## config.mk

```make
export PLATFORM = sky130hd
export DESIGN_NAME = disp_frame_sequencer_flat
export DESIGN_NICKNAME = d
export VERILOG_FILES = /design/src/rtl/disp_frame_sequencer_if.sv /design/src/rtl/disp_frame_sequencer.sv /design/src/flat_wrapper.sv
export SDC_FILE = /design/constraint.sdc
export NUM_CORES = 1
export LEC_CHECK = 0
export ABC_AREA = 1
export CAP_MARGIN = 40
export CORE_ASPECT_RATIO = 0.8
export CORE_MARGIN = 4
export CORE_UTILIZATION = 45
export DETAILED_ROUTE_END_ITERATION = 8
export PLACE_DENSITY = 0.71
export SLEW_MARGIN = 20
export SYNTH_ARGS = -nofsm -noshare
export SYNTH_HDL_FRONTEND = slang
export SYNTH_SLANG_ARGS = --single-unit
```

## constraint.sdc

```tcl
create_clock -name clk -period 2.2 [get_ports clk]
set_input_delay 0.22 -clock clk [delete_from_list [all_inputs] [get_ports clk]]
set_output_delay 0.22 -clock clk [all_outputs]
set_load 0.02 [all_outputs]
```

## src/rtl/disp_frame_sequencer_if.sv

```systemverilog
// Bundles the configuration, host handshake and datapath strobe signals of the
// display frame sequencer. The sequencer uses the master view; the host and
// datapath use the slave view.
interface disp_frame_sequencer_if #(
    parameter int CW = 10
);
    logic          enable;
    logic [CW-1:0] cfg_hb;
    logic [CW-1:0] cfg_aip;
    logic [CW-1:0] cfg_vb;
    logic [CW-1:0] cfg_ail;
    logic          fill_done;
    logic          host_buf;
    logic          host_ready;
    logic [CW:0]   px_cnt;
    logic [CW:0]   line_cnt;
    logic          active;
    logic          frame_start;
    logic          re0;
    logic          re1;
    logic          inc_addr0;
    logic          inc_addr1;
    logic          reset_addr0;
    logic          reset_addr1;
    logic          sel_buf0;
    logic          sel_buf1;
    logic          sel_blank;
    logic          underrun;

    modport master (
        input  enable, cfg_hb, cfg_aip, cfg_vb, cfg_ail, fill_done,
        output host_buf, host_ready, px_cnt, line_cnt, active, frame_start,
               re0, re1, inc_addr0, inc_addr1, reset_addr0, reset_addr1,
               sel_buf0, sel_buf1, sel_blank, underrun
    );

    modport slave (
        output enable, cfg_hb, cfg_aip, cfg_vb, cfg_ail, fill_done,
        input  host_buf, host_ready, px_cnt, line_cnt, active, frame_start,
               re0, re1, inc_addr0, inc_addr1, reset_addr0, reset_addr1,
               sel_buf0, sel_buf1, sel_blank, underrun
    );
endinterface

```

## src/rtl/disp_frame_sequencer.sv

```systemverilog
// Display frame sequencer: runs the raster counters, owns the ping-pong
// buffer state (EMPTY/FULL/READING) shared between host fill and display read,
// and produces the read, address and frame-mux strobes for the datapath.
// Frame-level decisions (config latch, buffer pick, release) are all taken on
// the clock edge that enters a frame-start cycle.
module disp_frame_sequencer #(
    parameter int CW = 10
) (
    input logic                    clk,
    input logic                    reset,
    disp_frame_sequencer_if.master bus
);

    typedef enum logic [1:0] {
        BUF_EMPTY   = 2'd0,
        BUF_FULL    = 2'd1,
        BUF_READING = 2'd2
    } buf_state_t;

    localparam logic [CW:0] ONE = (CW+1)'(1);

    buf_state_t    buf_state [2];
    logic          host_buf_q;
    logic          running;
    logic [CW:0]   px_q;
    logic [CW:0]   line_q;
    logic [CW-1:0] hb_q;
    logic [CW-1:0] vb_q;
    logic [CW:0]   len_q;
    logic [CW:0]   height_q;
    logic          rd_valid;
    logic          rd_buf;
    logic          underrun_q;
    logic          frame_start_q;
    logic          rst_addr0_q;
    logic          rst_addr1_q;

    logic          last_px;
    logic          new_frame;
    logic          pick_valid;
    logic          pick_buf;
    logic [CW-1:0] aip_c;
    logic [CW-1:0] ail_c;
    logic [CW:0]   len_next;
    logic [CW:0]   height_next;
    logic          active_c;
    logic          sel0_c;
    logic          sel1_c;

    // Frame boundary detection, clamped config and the buffer pick, all from pre-update registers.
    always_comb begin
        last_px     = (px_q == len_q - ONE);
        new_frame   = !running || (last_px && (line_q == height_q - ONE));
        aip_c       = (bus.cfg_aip == '0) ? CW'(1) : bus.cfg_aip;
        ail_c       = (bus.cfg_ail == '0) ? CW'(1) : bus.cfg_ail;
        len_next    = {1'b0, bus.cfg_hb} + {1'b0, aip_c};
        height_next = {1'b0, bus.cfg_vb} + {1'b0, ail_c};
        pick_valid  = 1'b0;
        pick_buf    = 1'b0;
        if (buf_state[0] == BUF_FULL && buf_state[1] == BUF_FULL) begin
            pick_valid = 1'b1;
            pick_buf   = host_buf_q;
        end else if (buf_state[0] == BUF_FULL) begin
            pick_valid = 1'b1;
            pick_buf   = 1'b0;
        end else if (buf_state[1] == BUF_FULL) begin
            pick_valid = 1'b1;
            pick_buf   = 1'b1;
        end
    end

    // Raster counters, buffer ownership and frame-start strobes.
    always_ff @(posedge clk or posedge reset) begin
        if (reset) begin
            buf_state[0]  <= BUF_EMPTY;
            buf_state[1]  <= BUF_EMPTY;
            host_buf_q    <= 1'b0;
            running       <= 1'b0;
            px_q          <= '0;
            line_q        <= '0;
            hb_q          <= '0;
            vb_q          <= '0;
            len_q         <= ONE;
            height_q      <= ONE;
            rd_valid      <= 1'b0;
            rd_buf        <= 1'b0;
            underrun_q    <= 1'b0;
            frame_start_q <= 1'b0;
            rst_addr0_q   <= 1'b0;
            rst_addr1_q   <= 1'b0;
        end else begin
            frame_start_q <= 1'b0;
            rst_addr0_q   <= 1'b0;
            rst_addr1_q   <= 1'b0;

            // The host only ever writes an EMPTY buffer, so this never collides with the read side.
            if (bus.fill_done && buf_state[host_buf_q] == BUF_EMPTY) begin
                buf_state[host_buf_q] <= BUF_FULL;
                host_buf_q            <= ~host_buf_q;
            end

            if (!bus.enable) begin
                running  <= 1'b0;
                px_q     <= '0;
                line_q   <= '0;
                rd_valid <= 1'b0;
                if (rd_valid) begin
                    buf_state[rd_buf] <= BUF_FULL;
                end
            end else begin
                running <= 1'b1;
                if (new_frame) begin
                    px_q          <= '0;
                    line_q        <= '0;
                    frame_start_q <= 1'b1;
                    hb_q          <= bus.cfg_hb;
                    vb_q          <= bus.cfg_vb;
                    len_q         <= len_next;
                    height_q      <= height_next;
                    if (rd_valid) begin
                        buf_state[rd_buf] <= BUF_EMPTY;
                    end
                    if (pick_valid) begin
                        buf_state[pick_buf] <= BUF_READING;
                        rd_valid            <= 1'b1;
                        rd_buf              <= pick_buf;
                        rst_addr0_q         <= ~pick_buf;
                        rst_addr1_q         <= pick_buf;
                    end else begin
                        rd_valid   <= 1'b0;
                        underrun_q <= 1'b1;
                    end
                end else if (last_px) begin
                    px_q   <= '0;
                    line_q <= line_q + ONE;
                end else begin
                    px_q <= px_q + ONE;
                end
            end
        end
    end

    assign active_c = running && (px_q >= {1'b0, hb_q}) && (line_q >= {1'b0, vb_q});
    assign sel0_c   = active_c && rd_valid && !rd_buf;
    assign sel1_c   = active_c && rd_valid && rd_buf;

    assign bus.host_buf    = host_buf_q;
    assign bus.host_ready  = (buf_state[host_buf_q] == BUF_EMPTY);
    assign bus.px_cnt      = px_q;
    assign bus.line_cnt    = line_q;
    assign bus.active      = active_c;
    assign bus.frame_start = frame_start_q;
    assign bus.re0         = sel0_c;
    assign bus.re1         = sel1_c;
    assign bus.inc_addr0   = sel0_c;
    assign bus.inc_addr1   = sel1_c;
    assign bus.reset_addr0 = rst_addr0_q;
    assign bus.reset_addr1 = rst_addr1_q;
    assign bus.sel_buf0    = sel0_c;
    assign bus.sel_buf1    = sel1_c;
    assign bus.sel_blank   = !(sel0_c || sel1_c);
    assign bus.underrun    = underrun_q;

endmodule

```

## src/flat_wrapper.sv

```systemverilog
// flat-port wrapper written by rule: the top's interface ports become plain ports
module disp_frame_sequencer_flat 
#(
    parameter int CW = 10
)
  (clk, reset, bus_enable, bus_cfg_hb, bus_cfg_aip, bus_cfg_vb, bus_cfg_ail, bus_fill_done, bus_host_buf, bus_host_ready, bus_px_cnt, bus_line_cnt, bus_active, bus_frame_start, bus_re0, bus_re1, bus_inc_addr0, bus_inc_addr1, bus_reset_addr0, bus_reset_addr1, bus_sel_buf0, bus_sel_buf1, bus_sel_blank, bus_underrun);
  disp_frame_sequencer_if #(.CW(CW)) bus_i ();
  input logic clk;
  input logic reset;
  input wire logic [$bits(bus_i.enable)-1:0] bus_enable;
  input wire logic [$bits(bus_i.cfg_hb)-1:0] bus_cfg_hb;
  input wire logic [$bits(bus_i.cfg_aip)-1:0] bus_cfg_aip;
  input wire logic [$bits(bus_i.cfg_vb)-1:0] bus_cfg_vb;
  input wire logic [$bits(bus_i.cfg_ail)-1:0] bus_cfg_ail;
  input wire logic [$bits(bus_i.fill_done)-1:0] bus_fill_done;
  output wire logic [$bits(bus_i.host_buf)-1:0] bus_host_buf;
  output wire logic [$bits(bus_i.host_ready)-1:0] bus_host_ready;
  output wire logic [$bits(bus_i.px_cnt)-1:0] bus_px_cnt;
  output wire logic [$bits(bus_i.line_cnt)-1:0] bus_line_cnt;
  output wire logic [$bits(bus_i.active)-1:0] bus_active;
  output wire logic [$bits(bus_i.frame_start)-1:0] bus_frame_start;
  output wire logic [$bits(bus_i.re0)-1:0] bus_re0;
  output wire logic [$bits(bus_i.re1)-1:0] bus_re1;
  output wire logic [$bits(bus_i.inc_addr0)-1:0] bus_inc_addr0;
  output wire logic [$bits(bus_i.inc_addr1)-1:0] bus_inc_addr1;
  output wire logic [$bits(bus_i.reset_addr0)-1:0] bus_reset_addr0;
  output wire logic [$bits(bus_i.reset_addr1)-1:0] bus_reset_addr1;
  output wire logic [$bits(bus_i.sel_buf0)-1:0] bus_sel_buf0;
  output wire logic [$bits(bus_i.sel_buf1)-1:0] bus_sel_buf1;
  output wire logic [$bits(bus_i.sel_blank)-1:0] bus_sel_blank;
  output wire logic [$bits(bus_i.underrun)-1:0] bus_underrun;
  assign bus_i.enable = bus_enable;
  assign bus_i.cfg_hb = bus_cfg_hb;
  assign bus_i.cfg_aip = bus_cfg_aip;
  assign bus_i.cfg_vb = bus_cfg_vb;
  assign bus_i.cfg_ail = bus_cfg_ail;
  assign bus_i.fill_done = bus_fill_done;
  assign bus_host_buf = bus_i.host_buf;
  assign bus_host_ready = bus_i.host_ready;
  assign bus_px_cnt = bus_i.px_cnt;
  assign bus_line_cnt = bus_i.line_cnt;
  assign bus_active = bus_i.active;
  assign bus_frame_start = bus_i.frame_start;
  assign bus_re0 = bus_i.re0;
  assign bus_re1 = bus_i.re1;
  assign bus_inc_addr0 = bus_i.inc_addr0;
  assign bus_inc_addr1 = bus_i.inc_addr1;
  assign bus_reset_addr0 = bus_i.reset_addr0;
  assign bus_reset_addr1 = bus_i.reset_addr1;
  assign bus_sel_buf0 = bus_i.sel_buf0;
  assign bus_sel_buf1 = bus_i.sel_buf1;
  assign bus_sel_blank = bus_i.sel_blank;
  assign bus_underrun = bus_i.underrun;
  disp_frame_sequencer #(.CW(CW)) u_core (.clk(clk), .reset(reset), .bus(bus_i));
endmodule
```

* Yosys cells after proc, flatten, opt, wreduce, memory -nomap -nowiden *
Index checks and enable logic that the tools add are counted.

word-level totals
  output and inout bits = 36
  register bits = 76
  bits of input ports = 44

cells by class
  $add $sub $neg = 6
  mux-type cells = 42
  magnitude comparators = 8
  reductions and logical operators = 22
  bitwise logic cells = 17
  equal/unequal tests = 6

operator list
  cell                   number
  $mux 11                6
  $mux 4                 8
  $add 10x10->11         2
  $add 11x1->11 const B  2
  $eq 11x11->1           2
  $ge 11x10->1           2
  $sub 11x1->11 const B  2
  $logic_not 10->1       2
  $mux 10                2
  $mux 1                 17
  $mux 2                 6
  $logic_and 1x1->1      11
  $and 2x2->2            3
  $demux 2 s1            3
  $ge 2x2->1 const B     3
  $lt 2x1->1 const B     3
  $not 1->2              3
  $not 2->2              3
  $or 2x2->2             3
  $reduce_and 3->1       2
  $and 4x4->4            1
  $eq 2x1->1 const B     2
  $not 4->4              1
  $logic_not 1->1        3
  6 further kinds        9

* Depth between registers and ports, before layout *
  word-level depth = 16
  gate-level depth with buffers = 19
  gate-level depth less buffers = 18

* Least setup slack after synthesis *
No wires, ideal clock.

  path type = reg-to-output
  start point = register u_core.line_q[6], in the netlist u_core.bus.line_cnt[6]
  end point = output port bus_re0
  setup slack = -0.150 ns
  stages on the path, launching flop included = 8
  data arrival time = 2.130 ns
  required time = 1.980 ns
  cells stage by stage = dfrtp_1 ha_1 nand4_1 or4_1 nand4_1 nand3_1 nor2_1 buf_4

between the ends
  word-level cells in the longest chain between the ends = 4

RTL lines
  what                             line                         source
  start: declaration               disp_frame_sequencer.sv:26   logic [CW:0] line_q;
  start signal: assignment         disp_frame_sequencer.sv:135  line_q <= line_q + ONE;
  $ge 11x10->1                     disp_frame_sequencer.sv:143  assign active_c = running && (px_q >= {1'b0, hb_q}) && (line_q >= {1'b0, vb_q});
  $logic_and 1x1->1                disp_frame_sequencer.sv:143
  $logic_and 1x1->1 (2 in series)  disp_frame_sequencer.sv:144  assign sel0_c = active_c && rd_valid && !rd_buf;
  end: declaration                 flat_wrapper.sv:22           output wire logic [$bits(bus_i.re0)-1:0] bus_re0;

No other way between the ends.

* Worst setup path in the final report *
  start point = register u_core.vb_q[7]
  end point = output port bus_inc_addr0

between the ends
  word-level cells in the longest chain between the ends = 4

RTL lines
  what                             line                         source
  start: declaration               disp_frame_sequencer.sv:28   logic [CW-1:0] vb_q;
  start signal: assignment         disp_frame_sequencer.sv:117  vb_q <= bus.cfg_vb;
  $ge 11x10->1                     disp_frame_sequencer.sv:143
  $logic_and 1x1->1                disp_frame_sequencer.sv:143
  $logic_and 1x1->1 (2 in series)  disp_frame_sequencer.sv:144
  end: declaration                 flat_wrapper.sv:24           output wire logic [$bits(bus_i.inc_addr0)-1:0] bus_inc_addr0;

No other way between the ends.

==> impl_metrics.json <==
{
  "power_frac_comb_pct": 36.5,
  "critical_path_buf_inv_count": 2,
  "cts_sinks": 76,
  "yosysMostFrequentCell": "nand2_1",
  "rsz0062_at_grt": "yes",
  "slew_headroom_pct": 29.3,
  "cpPeakStageDelay_ns": 0.47,
  "crit_slowest_cell": "or4_1",
  "grt_max_degree": 31,
  "sw_frac_of_total_pct": 35.6,
  "clk_path_buf_depth": 2,
  "start_kind": "flop",
  "pwr-share-seq_pct": 32.6,
  "drive_gt1_share_pct": 26.7,
  "clock_latency_ns": 0.34,
  "wl_per_cell_microns": 16.5,
  "die_y_microns": 108,
  "drc": 0,
  "worstPathArrival_ns": 2.27,
  "fin_ws_ns": -0.288,
  "area_growth_pct": 50.2,
  "synth.largest_area_cell": "dfrtp_1",
  "die_width_microns": 133,
  "drv_cap": 0,
  "cts_buffers": 9,
  "rows": 36,
  "cp_top_family": "simple AND/OR/NAND/NOR gates",
  "synthFlopType": "dfrtp_1",
  "grt_util_all_layers_pct": 24.0,
  "synth_seq_cells": 76,
  "tns_ns": -17.05,
  "p_switching_mw": 2.03,
  "fin_total_pwr_mw": 5.69,
  "fin_crit_sh_pct": 113,
  "grt-ovfl-total": 0,
  "grt_pass1_wl_microns": 27900,
  "cts_max_level": 3,
  "yosysWarnings": 0,
  "gp_congestion": 0.887,
  "die-area_sq_mm": 0.0144,
  "p_leak_nw": 4.18,
  "synth_top_area_share_pct": 32.9,
  "core-area_sq_mm": 0.0122,
  "internal_power_mw": 3.67,
  "avgSynthCellArea_sq_um": 7.11,
  "final-setup-viol-count": 82,
  "hold_viol_final": 0,
  "end_kind": "primary output",
  "critical_path_class": "reg2out",
  "hold_path_class": "in2async",
  "async_flop_share_pct": 100,
  "crit_chain": "inv_1 -> ha_4 -> nand4_1 -> or4_1 -> nand4_1 -> nand3_4 -> nor2_4 -> buf_4",
  "synth_common_cells": "nand2_1, inv_1, nor2_1, dfrtp_1, nand3_1",
  "synth_edf_count": 0,
  "final_antenna_net_count": 0,
  "num-fill-cells": 857,
  "finalWirelength_microns": 18800,
  "viasPerCell": 5.17,
  "peakVddDrop_v": 0.000453,
  "power_density_mw_per_mm2": 672,
  "hold_buffers": 0,
  "antennaDiodeCount": 0,
  "grt_pass1_vias": 5581,
  "antenna_found_initial": 0,
  "finalClockSkew_ns": 0.00668,
  "synthCells": 792,
  "synth.top_cells.by_area": "dfrtp_1, nand2_1, ha_1, inv_1, nor2_1",
  "seq_area_frac_synth_pct": 33.8,
  "slew_violations": 0,
  "syn_nets": 882,
  "hpwlAfterDp_microns": 12200,
  "firstDrtPassIters": 7,
  "status": "complete, but fails checks",
  "violations": "negative setup slack",
  "portBuffers": 79,
  "synth_cell_type_count": 44,
  "worstMarginPinSlew_ns": 1.06,
  "pin_count": 80,
  "max_freq_ghz": 0.402,
  "cp.required_ns": 1.98,
  "crit_path_frequent_cell": "nand4_1",
  "fin_crit_ns": 2.49,
  "fin_nets": 1055,
  "clockPowerShare_pct": 30.9,
  "drtIter0Drc": 493,
  "cts_root_buf": "clkbuf_16",
  "vias": 5897,
  "cts_tree": "built",
  "path_max_fanout": 3,
  "initial_core_util_pct": 46.2,
  "cts.clk_slew.worst_paths_ns": 0.06,
  "syn_area_sq_mm": 0.00563
}
==> logic make-up after synthesis <==
family	count (synthesis)	synth area share, %
AOI/OAI and AO/OA	90	9.04
xor gates and xnor gates	38	6.15
adders and majority gates	46	10.5
buffers and inverters	135	10.2
DFF	76	33.8
and+or+nand+nor	407	30.3
==> cells in the final DEF, fill, tap and decap left out, drive strengths merged, types with 3 or more instances in the layout <==
cell / instances
nand2: 248
buf: 116
inv: 104
nor2: 83
dfrtp: 74
clkdlybuf4s50: 71
nand3: 48
ha: 44
o21ai: 41
xor2: 31
a21oi: 30
clkbuf: 13
nand4: 11
nor3: 9
xnor2: 6
o21bai: 6
clkinv: 4
nor4: 3
a211oi: 3
nand3b: 3
bufinv: 3
==> metal layers <==
layer,track usage (%),part of all wire [%],vias to the layer above
li1,-,-,2865
met1,35.0,45,2784
met2,37.0,46,216
met3,4.98,6.6,32
met4,5.51,2.2,0
met5,0,0,-
==> state kept, by name, summed over array words and instances (netlist names) <==
signal                  count
u_core.bus.line_cnt        11
u_core.bus.px_cnt          11
u_core.height_q            11
u_core.len_q               11
u_core.hb_q                10
u_core.vb_q                10
u_core.buf_state            4
u_core.bus.frame_start      1
u_core.bus.host_buf         1
u_core.bus.reset_addr0      1
u_core.bus.reset_addr1      1
u_core.bus.underrun         1
u_core.rd_buf               1
u_core.rd_valid             1
u_core.running              1
==> area by class of cell <==
cell class	count	area [sq um]	area share [%]
Clock buffer	11	243	2.87
Clock inverter	5	108	1.27
Inverter	103	404	4.78
Multi-Input combinational cell	583	3710	43.8
Sequential cell	76	1900	22.5
Tap cell	171	214	2.53
Timing Repair Buffer	189	1830	21.6
Timing Repair inverter	3	48.8	0.577
==> worst paths after layout <==
check                                         start                      to  slack [ns]  depth (start not counted)
min in group clk                      bus_cfg_vb[2]          u_core.vb_q[2]        0.48                          3
worst max register to register   u_core.height_q[0]          u_core.vb_q[4]       -0.29                         15
max in group asynchronous                     reset  u_core.bus.line_cnt[1]        1.31                          3
worst min register to register  u_core.bus.underrun     u_core.bus.underrun        0.50                          1
worst min-delay path                          reset    u_core.bus.px_cnt[9]        0.22                          2
worst max-delay path                 u_core.vb_q[7]           bus_inc_addr0       -0.29                          8
==> power groups by stage <==
| stage | clock network (mW) | registers [mW] | logic (mW) |
|---|---|---|---|
| 2_1_floorplan | 0 | 1.79 | 1.09 |
| 4_1_cts | 1.76 | 1.80 | 1.83 |
| 6_report | 1.76 | 1.85 | 2.08 |
| 5_1_grt | 1.83 | 1.88 | 2.31 |
| 3_5_place_dp | 0 | 1.82 | 1.68 |
| 3_3_place_gp | 0 | 1.82 | 1.66 |
==> per-stage QoR <==
step	cell area [sq um]	hold slack, ns	setup WS, ns	utilization [%]	cells
finish	8460	0.218	-0.288	69.3	1141
floorplan	5640	0.251	-0.0486	-	792
detailed placement	7200	0.471	-0.428	59.0	1100
CTS	7950	0.227	-0.189	65.1	1132
global route	8460	0.257	-0.378	69.3	1141
global placement	7200	0.465	-0.371	59.0	1100
==> repair_timing <==
action	4_1_cts	5_1_grt
resized for setup	107	102
pin swaps	8	22
cloned	8	4
setup buffers	9	6
endpoints found under the setup margin	82	82
Power figures use the tool's default switching activity.
